===== src/rtl/fp_mult_seq_if.sv =====
// Handshake and data bundle for the sequential float multiplier.
// The requester side (operand producer and result consumer) uses the master
// modport. The multiplier itself uses the slave modport.
interface fp_mult_seq_if #(
    parameter int W = 12
);
    logic         in_valid;
    logic         in_ready;
    logic [W-1:0] x;
    logic [W-1:0] y;
    logic         out_valid;
    logic         out_ready;
    logic [W-1:0] z;
    logic         ovf;
    logic         unf;
    logic         zero;

    modport master (
        output in_valid, x, y, out_ready,
        input  in_ready, out_valid, z, ovf, unf, zero
    );

    modport slave (
        input  in_valid, x, y, out_ready,
        output in_ready, out_valid, z, ovf, unf, zero
    );
endinterface


===== src/rtl/fp_mult_seq.sv =====
// Sequential sign/exponent/mantissa float multiplier with a hidden leading one.
// The mantissa product is built by a radix-2 shift-add loop over MW+1 cycles.
// It is rounded to nearest-even.
// Results saturate on overflow and flush to zero on underflow.
// An operand with a zero exponent field counts as zero.
module fp_mult_seq #(
    parameter int EW   = 4,
    parameter int MW   = 7,
    parameter int BIAS = 7
) (
    input  logic         clk,
    input  logic         rst_n,
    fp_mult_seq_if.slave bus
);
    localparam int W  = 1 + EW + MW;
    localparam int PW = 2 * MW + 2;
    localparam int CW = $clog2(MW + 2);

    localparam logic [1:0] S_IDLE = 2'd0;
    localparam logic [1:0] S_MUL  = 2'd1;
    localparam logic [1:0] S_NORM = 2'd2;
    localparam logic [1:0] S_DONE = 2'd3;

    localparam logic [CW-1:0]        CNT_LAST = CW'(MW);
    localparam logic signed [EW+1:0] BIAS_S   = (EW+2)'(BIAS);
    localparam logic signed [EW+1:0] EMAX_S   = (EW+2)'((1 << EW) - 1);
    localparam logic signed [EW+1:0] EMIN_S   = (EW+2)'(1);

    // Control and datapath state
    logic [1:0]           state_q, state_d;
    logic                 sign_q, sign_d;
    logic                 zop_q, zop_d;
    logic signed [EW+1:0] esum_q, esum_d;
    logic [PW-1:0]        mcand_q, mcand_d;
    logic [MW:0]          mplier_q, mplier_d;
    logic [PW-1:0]        acc_q, acc_d;
    logic [CW-1:0]        cnt_q, cnt_d;
    logic [W-1:0]         z_q, z_d;
    logic                 ovf_q, ovf_d;
    logic                 unf_q, unf_d;
    logic                 zero_q, zero_d;
    logic                 out_valid_q, out_valid_d;

    // Normalisation / rounding intermediates
    logic                 norm_inc_s;
    logic [MW-1:0]        mant_s;
    logic                 guard_s;
    logic                 sticky_s;
    logic                 round_up_s;
    logic [MW:0]          mant_rnd_s;
    logic signed [EW+1:0] e_s;
    logic [W-1:0]         res_z_s;
    logic                 res_ovf_s;
    logic                 res_unf_s;
    logic                 res_zero_s;

    assign bus.in_ready  = (state_q == S_IDLE);
    assign bus.out_valid = out_valid_q;
    assign bus.z         = z_q;
    assign bus.ovf       = ovf_q;
    assign bus.unf       = unf_q;
    assign bus.zero      = zero_q;

    // Normalise the finished product, round to nearest-even, and classify the result.
    always_comb begin
        norm_inc_s = acc_q[PW-1];
        if (norm_inc_s) begin
            mant_s   = acc_q[2*MW:MW+1];
            guard_s  = acc_q[MW];
            sticky_s = |acc_q[MW-1:0];
        end else begin
            mant_s   = acc_q[2*MW-1:MW];
            guard_s  = acc_q[MW-1];
            sticky_s = |acc_q[MW-2:0];
        end
        round_up_s = guard_s & (sticky_s | mant_s[0]);
        mant_rnd_s = {1'b0, mant_s} + {{MW{1'b0}}, round_up_s};
        // A rounding carry leaves the mantissa bits at zero and bumps the exponent.
        e_s = esum_q + $signed({{(EW+1){1'b0}}, norm_inc_s})
                     + $signed({{(EW+1){1'b0}}, mant_rnd_s[MW]});

        res_ovf_s  = 1'b0;
        res_unf_s  = 1'b0;
        res_zero_s = 1'b0;
        if (zop_q) begin
            res_z_s    = {sign_q, {(W-1){1'b0}}};
            res_zero_s = 1'b1;
        end else if (e_s > EMAX_S) begin
            res_z_s   = {sign_q, {(W-1){1'b1}}};
            res_ovf_s = 1'b1;
        end else if (e_s < EMIN_S) begin
            res_z_s   = {sign_q, {(W-1){1'b0}}};
            res_unf_s = 1'b1;
        end else begin
            res_z_s = {sign_q, e_s[EW-1:0], mant_rnd_s[MW-1:0]};
        end
    end

    // Next-state logic for the IDLE -> MUL -> NORM -> DONE sequence.
    always_comb begin
        state_d     = state_q;
        sign_d      = sign_q;
        zop_d       = zop_q;
        esum_d      = esum_q;
        mcand_d     = mcand_q;
        mplier_d    = mplier_q;
        acc_d       = acc_q;
        cnt_d       = cnt_q;
        z_d         = z_q;
        ovf_d       = ovf_q;
        unf_d       = unf_q;
        zero_d      = zero_q;
        out_valid_d = out_valid_q;
        case (state_q)
            S_IDLE: begin
                if (bus.in_valid) begin
                    sign_d   = bus.x[W-1] ^ bus.y[W-1];
                    zop_d    = (bus.x[W-2:MW] == {EW{1'b0}}) | (bus.y[W-2:MW] == {EW{1'b0}});
                    esum_d   = $signed({2'b00, bus.x[W-2:MW]}) + $signed({2'b00, bus.y[W-2:MW]}) - BIAS_S;
                    mcand_d  = {{(PW-MW-1){1'b0}}, 1'b1, bus.x[MW-1:0]};
                    mplier_d = {1'b1, bus.y[MW-1:0]};
                    acc_d    = {PW{1'b0}};
                    cnt_d    = {CW{1'b0}};
                    state_d  = S_MUL;
                end else begin
                    state_d = S_IDLE;
                end
            end
            S_MUL: begin
                // Multiplier bits are consumed LSB first against a left-shifting multiplicand.
                if (mplier_q[0]) begin
                    acc_d = acc_q + mcand_q;
                end else begin
                    acc_d = acc_q;
                end
                mcand_d  = mcand_q << 1;
                mplier_d = mplier_q >> 1;
                cnt_d    = cnt_q + {{(CW-1){1'b0}}, 1'b1};
                if (cnt_q == CNT_LAST) begin
                    state_d = S_NORM;
                end else begin
                    state_d = S_MUL;
                end
            end
            S_NORM: begin
                z_d         = res_z_s;
                ovf_d       = res_ovf_s;
                unf_d       = res_unf_s;
                zero_d      = res_zero_s;
                out_valid_d = 1'b1;
                state_d     = S_DONE;
            end
            S_DONE: begin
                if (bus.out_ready) begin
                    out_valid_d = 1'b0;
                    state_d     = S_IDLE;
                end else begin
                    state_d = S_DONE;
                end
            end
            default: begin
                out_valid_d = 1'b0;
                state_d     = S_IDLE;
            end
        endcase
    end

    // State registers; reset abandons any operation in flight.
    always_ff @(posedge clk or negedge rst_n) begin
        if (!rst_n) begin
            state_q     <= S_IDLE;
            sign_q      <= 1'b0;
            zop_q       <= 1'b0;
            esum_q      <= {(EW+2){1'b0}};
            mcand_q     <= {PW{1'b0}};
            mplier_q    <= {(MW+1){1'b0}};
            acc_q       <= {PW{1'b0}};
            cnt_q       <= {CW{1'b0}};
            z_q         <= {W{1'b0}};
            ovf_q       <= 1'b0;
            unf_q       <= 1'b0;
            zero_q      <= 1'b0;
            out_valid_q <= 1'b0;
        end else begin
            state_q     <= state_d;
            sign_q      <= sign_d;
            zop_q       <= zop_d;
            esum_q      <= esum_d;
            mcand_q     <= mcand_d;
            mplier_q    <= mplier_d;
            acc_q       <= acc_d;
            cnt_q       <= cnt_d;
            z_q         <= z_d;
            ovf_q       <= ovf_d;
            unf_q       <= unf_d;
            zero_q      <= zero_d;
            out_valid_q <= out_valid_d;
        end
    end
endmodule


===== src/flat_wrapper.sv =====
// flat-port wrapper written by rule: the top's interface ports become plain ports
module fp_mult_seq_flat 
#(
    parameter int EW   = 4,
    parameter int MW   = 7,
    parameter int BIAS = 7
)
  (clk, rst_n, bus_in_valid, bus_x, bus_y, bus_out_ready, bus_in_ready, bus_out_valid, bus_z, bus_ovf, bus_unf, bus_zero);
  fp_mult_seq_if #(.W(12)) bus_i ();
  input  logic clk;
  input  logic rst_n;
  input wire logic [$bits(bus_i.in_valid)-1:0] bus_in_valid;
  input wire logic [$bits(bus_i.x)-1:0] bus_x;
  input wire logic [$bits(bus_i.y)-1:0] bus_y;
  input wire logic [$bits(bus_i.out_ready)-1:0] bus_out_ready;
  output wire logic [$bits(bus_i.in_ready)-1:0] bus_in_ready;
  output wire logic [$bits(bus_i.out_valid)-1:0] bus_out_valid;
  output wire logic [$bits(bus_i.z)-1:0] bus_z;
  output wire logic [$bits(bus_i.ovf)-1:0] bus_ovf;
  output wire logic [$bits(bus_i.unf)-1:0] bus_unf;
  output wire logic [$bits(bus_i.zero)-1:0] bus_zero;
  assign bus_i.in_valid = bus_in_valid;
  assign bus_i.x = bus_x;
  assign bus_i.y = bus_y;
  assign bus_i.out_ready = bus_out_ready;
  assign bus_in_ready = bus_i.in_ready;
  assign bus_out_valid = bus_i.out_valid;
  assign bus_z = bus_i.z;
  assign bus_ovf = bus_i.ovf;
  assign bus_unf = bus_i.unf;
  assign bus_zero = bus_i.zero;
  fp_mult_seq #(.EW(EW), .MW(MW), .BIAS(BIAS)) u_core (.clk(clk), .rst_n(rst_n), .bus(bus_i));
endmodule

===== config.mk =====
export PLATFORM = sky130hd
export DESIGN_NAME = fp_mult_seq_flat
export DESIGN_NICKNAME = d
export VERILOG_FILES = /design/src/rtl/fp_mult_seq_if.sv /design/src/rtl/fp_mult_seq.sv /design/src/flat_wrapper.sv
export SDC_FILE = /design/constraint.sdc
export NUM_CORES = 1
export LEC_CHECK = 0
export BUFFER_PORTS_ARGS = -buffer_cell sky130_fd_sc_hd__buf_2
export CELL_PAD_IN_SITES_DETAIL_PLACEMENT = 1
export CELL_PAD_IN_SITES_GLOBAL_PLACEMENT = 2
export CORE_ASPECT_RATIO = 1.4
export CORE_MARGIN = 2
export CORE_UTILIZATION = 33
export CTS_CLUSTER_DIAMETER = 60
export DETAILED_ROUTE_END_ITERATION = 10
export HOLD_SLACK_MARGIN = 0.05
export PLACE_DENSITY = 0.79
export SYNTH_ARGS = -nofsm -noshare
export SYNTH_HDL_FRONTEND = slang
export SYNTH_SLANG_ARGS = --single-unit

===== constraint.sdc =====
create_clock -name clk -period 3 [get_ports clk]
set_input_delay 0.3 -clock clk [delete_from_list [all_inputs] [get_ports clk]]
set_output_delay 0.3 -clock clk [all_outputs]
set_load 0.02 [all_outputs]

==> metrics.yaml <==
floorplan:
  io_pins: 45
  die_area_um2: 13480
  core_area_um2: 12310
  start_util_pct: 33.65
  rows: 48
  dieWidth_um: 98.70
  fp.dieH_um: 136.6
cells_and_area:
  final_cell_mix: "nand2_1 (89), dfrtp_1 (70), buf_2 (44)"
  layout_commonest_cell: "nand2_1"
  drive_gt1_share_pct: 23.34
  nFillCells: 1408
  seq_area_um2: 1752
  multi_input_comb_area_um2: 2341
  antennaDiodeCount: 0
  final_cell_area_um2: 5156
  area_delta_synth_final_pct: 24.46
  finalNetCount: 576
synthesis:
  synthesis.nets: 503
  synth_edf_count: 0
  synth_top_cell_area_share_pct: 42.28
  synth_area_um2: 4143
  ys_types: 54
  ys_warn_count: 0
  yosysTopAreaCell: "dfrtp_1"
  synth.area.top_cells: "dfrtp_1 (42%), nand2_1 (8.1%), ha_1 (6.9%)"
  ys.flop_type: "dfrtp_1"
  synth-seq-area-share_pct: 42.28
  synth_area_per_cell_um2: 9.227
  ys_ff_latch: 70
  async_flop_share_pct: 100.0
  synth_cells: 449
drt:
  num_vias: 3595
  drt_iter0_drc: 150
  wl_per_cell_um: 16.55
  drc: 0
  dr.pass1.iters: 5
  wirelength_mm: 11.20
  ant_nets: 0
  via_per_inst: 5.310
power:
  p_total_w: 0.006664
  peakVddDrop_v: 0.0003932
  p_clk_share_pct: 16.7
  power.density_nw_per_um2: 1292
  p_seq_share_pct: 28.0
  p_sw_w: 0.002930
  p_int_w: 0.003735
  power.share.switching_pct: 43.96
  power_leakage_nw: 2.390
  p_comb_share_pct: 55.4
global_route:
  grtUsageMet2_pct: 32.20
  grt_util_met3_pct: 2.451
  grt.overflow.total: 0
  grt.met1_usage_pct: 19.36
  grt_max_degree: 39
  track_usage_pct: 17.24
  grt_pass1_vias: 3909
  grt-busiest-layer: "met2"
  grt_pass1_wl_mm: 18.59
  antenna_found_initial: 0
cts:
  cts_tree: "built"
  insertion_delay_ns: 0.33
  clk_pin_slew_ns: 0.06
  cts.sinks: 70
  cts_buffers: 9
  ctsHoldBuffers: 0
  h-tree-depth: 3
  cts_buffer_depth: 2
  root_buffer: "clkbuf_16"
sta:
  worst_slew_pin_slew_ns: 0.8880
  finalHoldViolCount: 0
  max_freq_mhz: 310.2
  slew_viol_final: 0
  period_share_pct: 107.5
  hold_slack_ns: 0.08973
  rsz0062_at_grt: "yes"
  min_period_ns: 3.224
  setup_tns_ns: -2.211
  slew-limit-headroom_pct: 40.80
  skew_ns: 0.005275
  setup_viol_count_final: 12
  finalWorstSetupSlack_ns: -0.2236
worst_setup_path:
  path_max_fanout: 8
  critPathArrivalTime_ns: 3.44
  crit_path_end_kind: "flip-flop"
  startpoint_type: "flip-flop"
  critPathRequiredTime_ns: 3.21
  setup.worst_path.class: "flip-flop to flip-flop"
placement:
  io_buffers: 44
  pre_cts_ws_ns: -0.5053
  place.gp.congestion: 0.7742
  dp_hpwl_mm: 8.243
  place_area_um2: 4613
hold_path:
  worstHoldPathType: "input port to asynchronous set/reset pin"
job:
  maxCapViolCount: 0
outcome:
  violations: "setup timing"
  outcome: "finished with violations"
==> layout make-up <==
type	instances	area share, %
repair buffers	85	10.70
flip-flops and latches	70	33.97
well taps	150	3.640
clock inverters	5	1.092
inverters	4	0.2912
multi-input cells	352	45.40
clock buffers	11	4.902
==> logic make-up (layout without fill, tap and decap cells) <==
kind of cell	Yosys count	in the layout	share of synthesized area, %
adder cells (fa/ha/maj)	26	26	8.396
flip-flops	70	70	42.28
multiplexers	10	10	2.658
XOR/XNOR	26	26	5.497
AND/OR/NAND/NOR	163	163	17.64
buffers and inverters	27	105	3.926
AO/OA/AOI/OAI	127	127	19.60
==> synthesized netlist by cell type (2+ instances only) <==
master / instances
and2_1: 4
a21o_1: 9
inv_1: 4
ha_1: 23
nor2b_1: 5
nor2_1: 32
a22o_1: 4
o21ai_0: 37
xor2_1: 13
nand4b_1: 2
and3_1: 2
a21oi_1: 27
o21bai_1: 3
nand3_1: 7
nand4_1: 3
nor3b_1: 3
nor3_1: 5
nand2b_1: 3
fa_1: 3
buf_6: 3
clkbuf_8: 3
clkbuf_1: 13
a211oi_1: 6
a221o_1: 10
o31ai_1: 2
dfrtp_1: 70
nor4_1: 3
buf_4: 2
xnor2_1: 13
a31oi_1: 17
mux2i_1: 5
nand2_1: 89
mux2_2: 3
==> routing by layer <==
metal	up-vias	part of all wire [%]
met5	-	0
met4	0	3.0
met3	24	1.9
met2	41	54
met1	1782	41
li1	1748	-
==> through the flow <==
step / utilization (%) / std cells
floorplan: - / 449
global placement: 37.47 / 646
detailed placement: 37.47 / 646
CTS: 41.02 / 670
global route: 41.88 / 677
finish: 41.88 / 677
==> sequential cells by signal, summed over array words and instances, names as in the netlist <==
signal,count
u_core.esum_q,6
u_core.mplier_q,8
u_core.bus.z,12
u_core.cnt_q,4
u_core.sign_q,1
u_core.zop_q,1
u_core.bus.ovf,1
u_core.bus.zero,1
u_core.bus.unf,1
u_core.state_q,2
u_core.bus.out_valid,1
u_core.acc_q,16
u_core.mcand_q,16
==> worst max-delay path: stages, from the launching register on <==
cell	delay, ns
dfrtp_1	0.40
buf_6	0.15
mux2_4	0.20
nand3_2	0.09
nor3b_2	0.24
nand3_1	0.13
fa_2	0.35
inv_2	0.08
ha_4	0.13
buf_6	0.10
a31oi_4	0.08
nor3_4	0.20
o21bai_4	0.17
o311ai_4	0.11
nor3b_4	0.18
buf_4	0.18
a221o_1	0.30
==> worst paths after layout <==
path	end	slack, ns	from	cells past startpoint
max	u_core.bus.z[10]	-0.22	u_core.acc_q[15]	16
max reg2reg	u_core.bus.z[10]	-0.22	u_core.acc_q[15]	16
min reg2reg	u_core.bus.ovf	0.48	u_core.bus.ovf	1
min	u_core.mcand_q[3]	0.09	rst_n	1
min in group clk	u_core.mcand_q[0]	0.18	bus_x[0]	3
max in group asynchronous	u_core.bus.z[7]	2.12	rst_n	2
==> power by group through the flow <==
stage | combinational, W | clock (W) | sequential [W]
2_1_floorplan | 0.00241 | 0 | 0.00185
3_3_place_gp | 0.00337 | 0 | 0.00183
3_5_place_dp | 0.00349 | 0 | 0.00186
4_1_cts | 0.00361 | 0.00114 | 0.00186
5_1_grt | 0.00415 | 0.00117 | 0.00193
6_report | 0.00369 | 0.00111 | 0.00186
==> timing repair <==
action | in CTS | in global routing
cloned | 0 | 0
pin swaps | 2 | 2
endpoints found under the setup margin | 12 | 13
resized for setup | 11 | 8
buffers inserted | 8 | 7
Power figures use the tool's default switching activity.
